## config.mk

```make
export PLATFORM = sky130hd
export DESIGN_NAME = step_sequencer
export DESIGN_NICKNAME = d
export VERILOG_FILES = /design/src/rtl/step_sequencer_pkg.sv /design/src/rtl/step_sequencer_timer.sv /design/src/rtl/step_sequencer.sv
export SDC_FILE = /design/constraint.sdc
export NUM_CORES = 1
export LEC_CHECK = 0
export ABC_AREA = 1
export CORE_AREA = 4 4 107 109
export CTS_BUF_LIST = sky130_fd_sc_hd__clkbuf_16
export DETAILED_ROUTE_END_ITERATION = 16
export DIE_AREA = 0 0 111 113
export PLACE_DENSITY = 0.61
export REMOVE_ABC_BUFFERS = 1
export SYNTH_ARGS = -nofsm -noshare
export SYNTH_HDL_FRONTEND = slang
export SYNTH_HIERARCHICAL = 1
export SYNTH_SLANG_ARGS = --single-unit
```

## constraint.sdc

```tcl
create_clock -name clk -period 4.15 [get_ports clk]
set_input_delay 0.83 -clock clk [delete_from_list [all_inputs] [get_ports clk]]
set_output_delay 0.83 -clock clk [all_outputs]
set_load 0.05 [all_outputs]
```

## src/rtl/step_sequencer_pkg.sv

```systemverilog
// Shared definitions for the step sequencer: FSM state encoding, stage index width
// and the stage one-hot decode.
package step_seq_pkg;

    localparam int IDX_W     = 3;
    localparam int MAX_STAGE = 8;

    typedef enum logic [2:0] {
        IDLE      = 3'd0,
        LAUNCH    = 3'd1,
        WAIT_DONE = 3'd2,
        WAIT_TICK = 3'd3,
        HALT      = 3'd4
    } state_t;

    function automatic logic [MAX_STAGE-1:0] stage_onehot(input logic [IDX_W-1:0] idx);
        logic [MAX_STAGE-1:0] v;
        v      = {MAX_STAGE{1'b0}};
        v[idx] = 1'b1;
        return v;
    endfunction

endpackage

```

## src/rtl/step_sequencer_timer.sv

```systemverilog
// Step period counter: counts 0..STEP_CYCLES-1 while enabled and flags the last
// cycle of each period; holds its value while disabled.
module step_period_timer #(
    parameter int STEP_CYCLES = 1000
) (
    input  logic clk,
    input  logic rst,
    input  logic clr,
    input  logic en,
    output logic tick
);
    localparam int CW = $clog2(STEP_CYCLES);
    localparam logic [CW-1:0] LAST = CW'(STEP_CYCLES - 1);

    logic [CW-1:0] count;

    // Period counter with wrap at the end of each step
    always_ff @(posedge clk) begin
        if (rst || clr) begin
            count <= {CW{1'b0}};
        end else if (en) begin
            if (count == LAST) begin
                count <= {CW{1'b0}};
            end else begin
                count <= count + CW'(1);
            end
        end
    end

    assign tick = en && (count == LAST);

endmodule

```

## src/rtl/step_sequencer.sv

```systemverilog
// Per-time-step controller: launches N_STAGE compute stages in order once per
// step period, flags period overruns and halts on a stage that never finishes.
module step_sequencer
    import step_seq_pkg::*;
#(
    parameter int N_STAGE     = 4,
    parameter int STEP_CYCLES = 1000,
    parameter int TIMEOUT     = 255
) (
    input  logic               clk,
    input  logic               rst,
    input  logic               start_user,
    input  logic               stop_user,
    input  logic [N_STAGE-1:0] stage_done,
    output logic [N_STAGE-1:0] stage_sta,
    output logic               step_done,
    output logic [31:0]        step_count,
    output logic               busy,
    output logic               overrun,
    output logic               timeout_err,
    output logic [2:0]         err_stage
);
    localparam int TW = $clog2(TIMEOUT + 1);
    localparam logic [TW-1:0]    T_LAST   = TW'(TIMEOUT - 1);
    localparam logic [IDX_W-1:0] IDX_LAST = IDX_W'(N_STAGE - 1);

    state_t             state, state_nx;
    logic [IDX_W-1:0]   idx, idx_nx;
    logic [TW-1:0]      tcnt;
    logic [N_STAGE-1:0] sel;
    logic               stop_pending;
    logic               tick;
    logic               in_step;
    logic               start_evt;
    logic               done_hit;
    logic               complete;
    logic               expired;

    assign sel       = N_STAGE'(stage_onehot(idx));
    assign busy      = (state != IDLE) && (state != HALT);
    assign in_step   = (state == LAUNCH) || (state == WAIT_DONE);
    assign start_evt = !busy && start_user;
    // Only the bit of the stage being waited on counts; done beats timeout.
    assign done_hit  = (state == WAIT_DONE) && ((stage_done & sel) != {N_STAGE{1'b0}});
    assign complete  = done_hit && (idx == IDX_LAST);
    assign expired   = (state == WAIT_DONE) && !done_hit && (tcnt == T_LAST);
    assign stage_sta = (state == LAUNCH) ? sel : {N_STAGE{1'b0}};

    step_period_timer #(
        .STEP_CYCLES(STEP_CYCLES)
    ) u_timer (
        .clk (clk),
        .rst (rst),
        .clr (start_evt),
        .en  (busy),
        .tick(tick)
    );

    // Next-state and stage index selection
    always_comb begin
        state_nx = state;
        idx_nx   = idx;
        case (state)
            IDLE, HALT: begin
                if (start_user) begin
                    state_nx = LAUNCH;
                    idx_nx   = {IDX_W{1'b0}};
                end else begin
                    state_nx = state;
                end
            end
            LAUNCH: begin
                state_nx = WAIT_DONE;
            end
            WAIT_DONE: begin
                if (complete) begin
                    state_nx = WAIT_TICK;
                    idx_nx   = {IDX_W{1'b0}};
                end else if (done_hit) begin
                    state_nx = LAUNCH;
                    idx_nx   = idx + IDX_W'(1);
                end else if (expired) begin
                    state_nx = HALT;
                end else begin
                    state_nx = WAIT_DONE;
                end
            end
            WAIT_TICK: begin
                if (tick) begin
                    state_nx = stop_pending ? IDLE : LAUNCH;
                end else begin
                    state_nx = WAIT_TICK;
                end
            end
            default: begin
                state_nx = IDLE;
                idx_nx   = {IDX_W{1'b0}};
            end
        endcase
    end

    // State, timeout counter and sticky status registers
    always_ff @(posedge clk) begin
        if (rst) begin
            state        <= IDLE;
            idx          <= {IDX_W{1'b0}};
            tcnt         <= {TW{1'b0}};
            stop_pending <= 1'b0;
            step_done    <= 1'b0;
            step_count   <= 32'd0;
            overrun      <= 1'b0;
            timeout_err  <= 1'b0;
            err_stage    <= 3'd0;
        end else begin
            state     <= state_nx;
            idx       <= idx_nx;
            step_done <= complete;
            if (state == LAUNCH) begin
                tcnt <= {TW{1'b0}};
            end else if (state == WAIT_DONE) begin
                tcnt <= tcnt + TW'(1);
            end
            if (start_evt) begin
                stop_pending <= 1'b0;
                step_count   <= 32'd0;
                overrun      <= 1'b0;
                timeout_err  <= 1'b0;
                err_stage    <= 3'd0;
            end else begin
                if (complete) begin
                    step_count <= step_count + 32'd1;
                end
                // A tick before the step finished is dropped; stepping carries on.
                if (tick && in_step) begin
                    overrun <= 1'b1;
                end
                if (expired) begin
                    timeout_err <= 1'b1;
                    err_stage   <= idx;
                end
                if (busy && stop_user) begin
                    stop_pending <= 1'b1;
                end
            end
        end
    end

endmodule

```

Yosys cells after proc, flatten, opt, wreduce, memory -nomap -nowiden
Cells that the tools add are included.
{"block": "word_totals", "reg_bits": 63, "latchBits": 0, "ram_bits": 0, "mem_bits_ro": 0, "wordCells": 65, "n_memories": 0}
{"block": "op_classes", "add_sub_neg": 4, "multipliers": 0, "div_mod_pow": 0, "n_lt_le_gt_ge": 2, "n_eq_ne": 10, "shifts": 0, "muxes": 15, "n_bitwise": 2, "reduce_logical": 22}
{"op": "adder 32 x 1 -> 32 bit, second input constant", "n": 1}
{"op": "two-way mux 3 bit", "n": 7}
{"op": "case mux 3 bit (4 select lines)", "n": 1}
{"op": "adder 10 x 1 -> 10 bit, second input constant", "n": 1}
{"op": "equality test 10 bit, second input constant", "n": 1}
{"op": "logical AND 1 bit", "n": 10}
{"op": "two-way mux 10 bit", "n": 1}
{"op": "equality test 3 x 2 -> 1 bit, second input constant", "n": 3}
{"op": "case mux 3 bit (3 select lines)", "n": 1}
{"op": "adder 8 x 1 -> 8 bit, second input constant", "n": 1}
{"op": "equality test 8 bit, second input constant", "n": 1}
{"op": "OR reduction 2 bit", "n": 4}
{"op": "inequality test 3 bit, second input constant", "n": 2}
{"op": "bitwise AND 4 bit", "n": 1}
{"op": "less-than comparator 3 x 4 -> 1 bit, second input constant", "n": 1}
{"op": "two-way mux 4 bit", "n": 1}
{"op": "nonzero test 4 bit", "n": 1}
{"op": "adder 3 x 1 -> 3 bit, second input constant", "n": 1}
{"op": "demux 1 bit (select 3 bit)", "n": 1}
{"op": "equality test 3 x 1 -> 1 bit, second input constant", "n": 1}
{"op": "equality test 3 bit, second input constant", "n": 1}
{"op": "greater-or-equal comparator 3 x 1 -> 1 bit, second input constant", "n": 1}
{"op": "zero test 3 bit", "n": 1}
{"op": "AND reduction 3 bit", "n": 1}
{"op": "other kinds (7)", "n": 10}

Longest topological paths before layout
{"block": "depth", "depth_word": 14, "depth_mapped": 11, "depth_no_buf": 10}

Hierarchy
The synthesis kept the hierarchy.
{"mod": "step_sequencer", "n_inst": 1, "cells_per_inst": 482, "area_per_inst_um2": 3022.9, "seq_area_each_um2": 1061.0}
{"mod": "step_period_timer", "n_inst": 1, "cells_per_inst": 85, "area_per_inst_um2": 566.8, "seq_area_each_um2": 200.2}

Worst setup path before layout
Ideal clock, no wire load.
{"block": "synth_timing", "path_type": "reg-to-output", "startpoint": "register state[0]", "endpoint": "output stage_sta[0]", "arrival_ns": 2.162, "setup_slack_ns": 1.158, "path_stages_with_launch": 5, "n_path_buf": 0, "path_cell_list": "dfxtp_1 > inv_1 > nor2_1 > nand2_1 > nor4_1"}
{"block": "synth_via", "elab_chain_cells": 2}
{"element": "start, declared", "line_no": "step_sequencer.sv:27", "source": "state_t state, state_nx;"}
{"element": "start signal, assigned", "line_no": "step_sequencer.sv:115", "source": "state <= state_nx;"}
{"element": "equality test 3 x 1 -> 1 bit", "line_no": "step_sequencer.sv:47", "source": "assign stage_sta = (state == LAUNCH) ? sel : {N_STAGE{1'b0}};"}
{"element": "two-way mux 4 bit", "line_no": "step_sequencer.sv:47"}
{"element": "end, declared", "line_no": "step_sequencer.sv:15", "source": "output logic [N_STAGE-1:0] stage_sta,"}
No other way between the ends.

Worst setup path in the final report
{"block": "layout_timing", "startpoint": "register state[0]", "endpoint": "output stage_sta[1]"}
The elaborated chain is that of the path after synthesis.

==> results.md <==
* Status: finished clean
* WP data required at 3.32 ns
* DRC errors left at 0
* Antenna viol nets, final at 0
* Die Ht at 113 µm
* Nets@finish at 630
* CTS HTree Levels at 3
* Yosys Warn Count at 6
* Vias in the first global route at 3,288
* Drt wl/cell at 11.6 µm
* Die X at 111 µm
* Area Overhead vs Synth at 25.2%
* Pwr/cell area at 353 nW/µm²
* Netlist Area Pre-Place at 3590 µm²
* Vias post-DR at 3,553
* Origin of the critical flop-to-flop path: idx[0]
* Placer's final routability congestion estimate at 0.863
* Cts bufs inserted at 9
* Worst-path clk slew at 0.05 ns
* Final antenna diode count at 0
* Slew headroom at 0.654
* LEAKAGE at 1.68 nW
* Crit path launch type: register
* M1 GR Usage at 0.173
* Number of hold buffers added after cts at 0
* CP Class: register to primary output
* Share of layout cells above drive strength 1 at 0.0482
* Fmax at 330 MHz
* Final setup fails at 0
* Final Max Tran Viols at 0
* Via density at 4.66
* IO Count at 51
* GRT Total Usage at 0.142
* Busiest grt layer: met2
* Hold path start: step_count[31]
* Initial DRC count at 111
* Insertion delay to the later sink of the worst-skew pair at 0.33 ns
* #FFs+latches synth at 63
* WHS at 0.491 ns
* Design Area, Final at 4500 µm²
* Met2 track demand over resource at 0.242
* Clock tree buffer depth at 2
* Crit path max fanout at 6
* Dpl hpwl at 6.45 mm
* Number of distinct library cells after synthesis at 29
* Max-Cap Viols at 0
* Post-synthesis sequential area ratio at 0.351
* Peak VDD IR at 304 µV
* Syn_area_per_cell at 6.33 µm²
* Final hold vios at 0
* Fin util at 0.424
* Die area at 12,500 µm²
* FP Rows at 38
* Starting density of the core at 0.339
* Critical path origin: state[0]
* Clk_skew at 0.00631 ns
* GR Util met3 at 0.0412
* Syn Inst Count at 567
* CP Capture Type: primary output
* GRT overflow at 0
* Root buffer cell: clkbuf_16
* Tcrit/Tclk final at 0.730
* Worst Tran Pin Value at 0.518 ns
* Initial antenna violation count at 0
* Cts repair resizes at 0
* Core box area at 10,600 µm²
* Final Critical Period at 3.03 ns
* Post-detailed-routing wire length at 8.82 mm
* First-pass GRT wire length at 14.7 mm
* Largest net degree at the start of global routing at 38
* Hold crit path type: register to register
* PortBufs at 50
* Clk sinks at 63
* # Post-CTS Setup Buffers at 0
* Setup TNS at 0 ns
* RSZ-0062 raised after global routing: false
* CP Data Arrival Time at 2.20 ns
* Setup WS pre-CTS at 1.36 ns
* CTS tree: done
* Final Worst Setup Slack at 1.12 ns
* Placed Instance Area at 4190 µm²
* Number of detailed-route iterations in the first pass at 4
metrics by stage:
| step | power, mW | instances |
|---|---|---|
| final | 1.59 | 762 |
| after global routing | 1.66 | 762 |
| after CTS | 1.60 | 762 |
| after detailed placement | 0.817 | 746 |
| after global placement | 0.814 | 746 |
| after floorplan | 0.767 | 555 |
sequential cells by signal, indices dropped and copies added, names as in the netlist:
name           flops
state              3
timeout_err        1
err_stage          3
step_done          1
tcnt               8
overrun            1
stop_pending       1
u_timer/count     10
step_count        32
idx                3
worst max-delay path: stages (launching register included):
cell and delay [ns]:
dfxtp_1 0.40, inv_1 0.08, nor2_1 0.15, nand2_1 0.18, nor4_1 0.21, clkdlybuf4s50_1 0.85
area by class of cell:
type / instances / area, µm²
tap: 140 / 175
sequential: 63 / 1260
fill: 1116 / 6110
clock inverter: 7 / 80.1
multi-input combinational: 447 / 2080
inverter: 45 / 170
clock buffer: 9 / 225
timing repair buffer: 51 / 508
worst paths after layout:
check | depth (start not counted) | slack [ns] | endpoint
worst max-delay path | 5 | 1.12 | stage_sta[1]
worst min-delay path | 2 | 0.49 | step_count[31]
worst max register to register | 9 | 2.01 | step_count[10]
worst min register to register | 2 | 0.49 | step_count[31]
layout by cell type (no fill, tap or decap), types with 2 or more instances in the layout:
master             n
nor2_1           101
clkdlybuf4s50_1   50
nor2_2             5
inv_2              5
nand2_1          208
clkinv_1           3
bufinv_16          2
inv_1             40
o21ai_0           11
clkbuf_16          9
nand4_1            5
ha_1               5
dfxtp_1           63
a21oi_1           41
nand3b_1          15
xor2_1            13
xnor2_1            8
nor3_1             4
nand2_2            2
clkinv_2           2
nand3_1           20
nor4_1             2
cell usage after synthesis, drive strengths merged:
cell type | count | share of area
a21oi | 41 | 0.057
buf | 10 | 0.021
clkbuf | 2 | 0.0021
clkinv | 2 | 0.0024
dfxtp | 63 | 0.35
ha | 5 | 0.017
inv | 43 | 0.045
mux2i | 1 | 0.0028
nand2 | 211 | 0.22
nand3 | 21 | 0.033
nand3b | 16 | 0.037
nand4 | 5 | 0.0087
nor2 | 106 | 0.11
nor3 | 5 | 0.010
nor4 | 2 | 0.0035
o21a | 1 | 0.0021
o21ai | 11 | 0.015
o22ai | 1 | 0.0017
xnor2 | 8 | 0.020
xor2 | 13 | 0.032
report_power, final:
group | switching [mW] | internal, mW
clock | 0.267 | 0.516
sequential | 0.0187 | 0.618
combinational | 0.112 | 0.0535
per-layer routing:
layer	wire (µm)	part of all wire	vias up
met5	0	0	-
met4	151	0.017	0
met3	469	0.053	11
met2	4130	0.47	70
met1	4080	0.46	1593
li1	-	-	1879
cell families after synthesis:
logic type	count (synthesis)	synth area share
compound gates	54	0.0763
xor+xnor	21	0.0512
fa+ha+maj	5	0.0174
buf+inv	57	0.0704
flops	63	0.351
mux	1	0.00279
simple gates	366	0.430
Note: power is estimated with default switching activity, not from simulation.
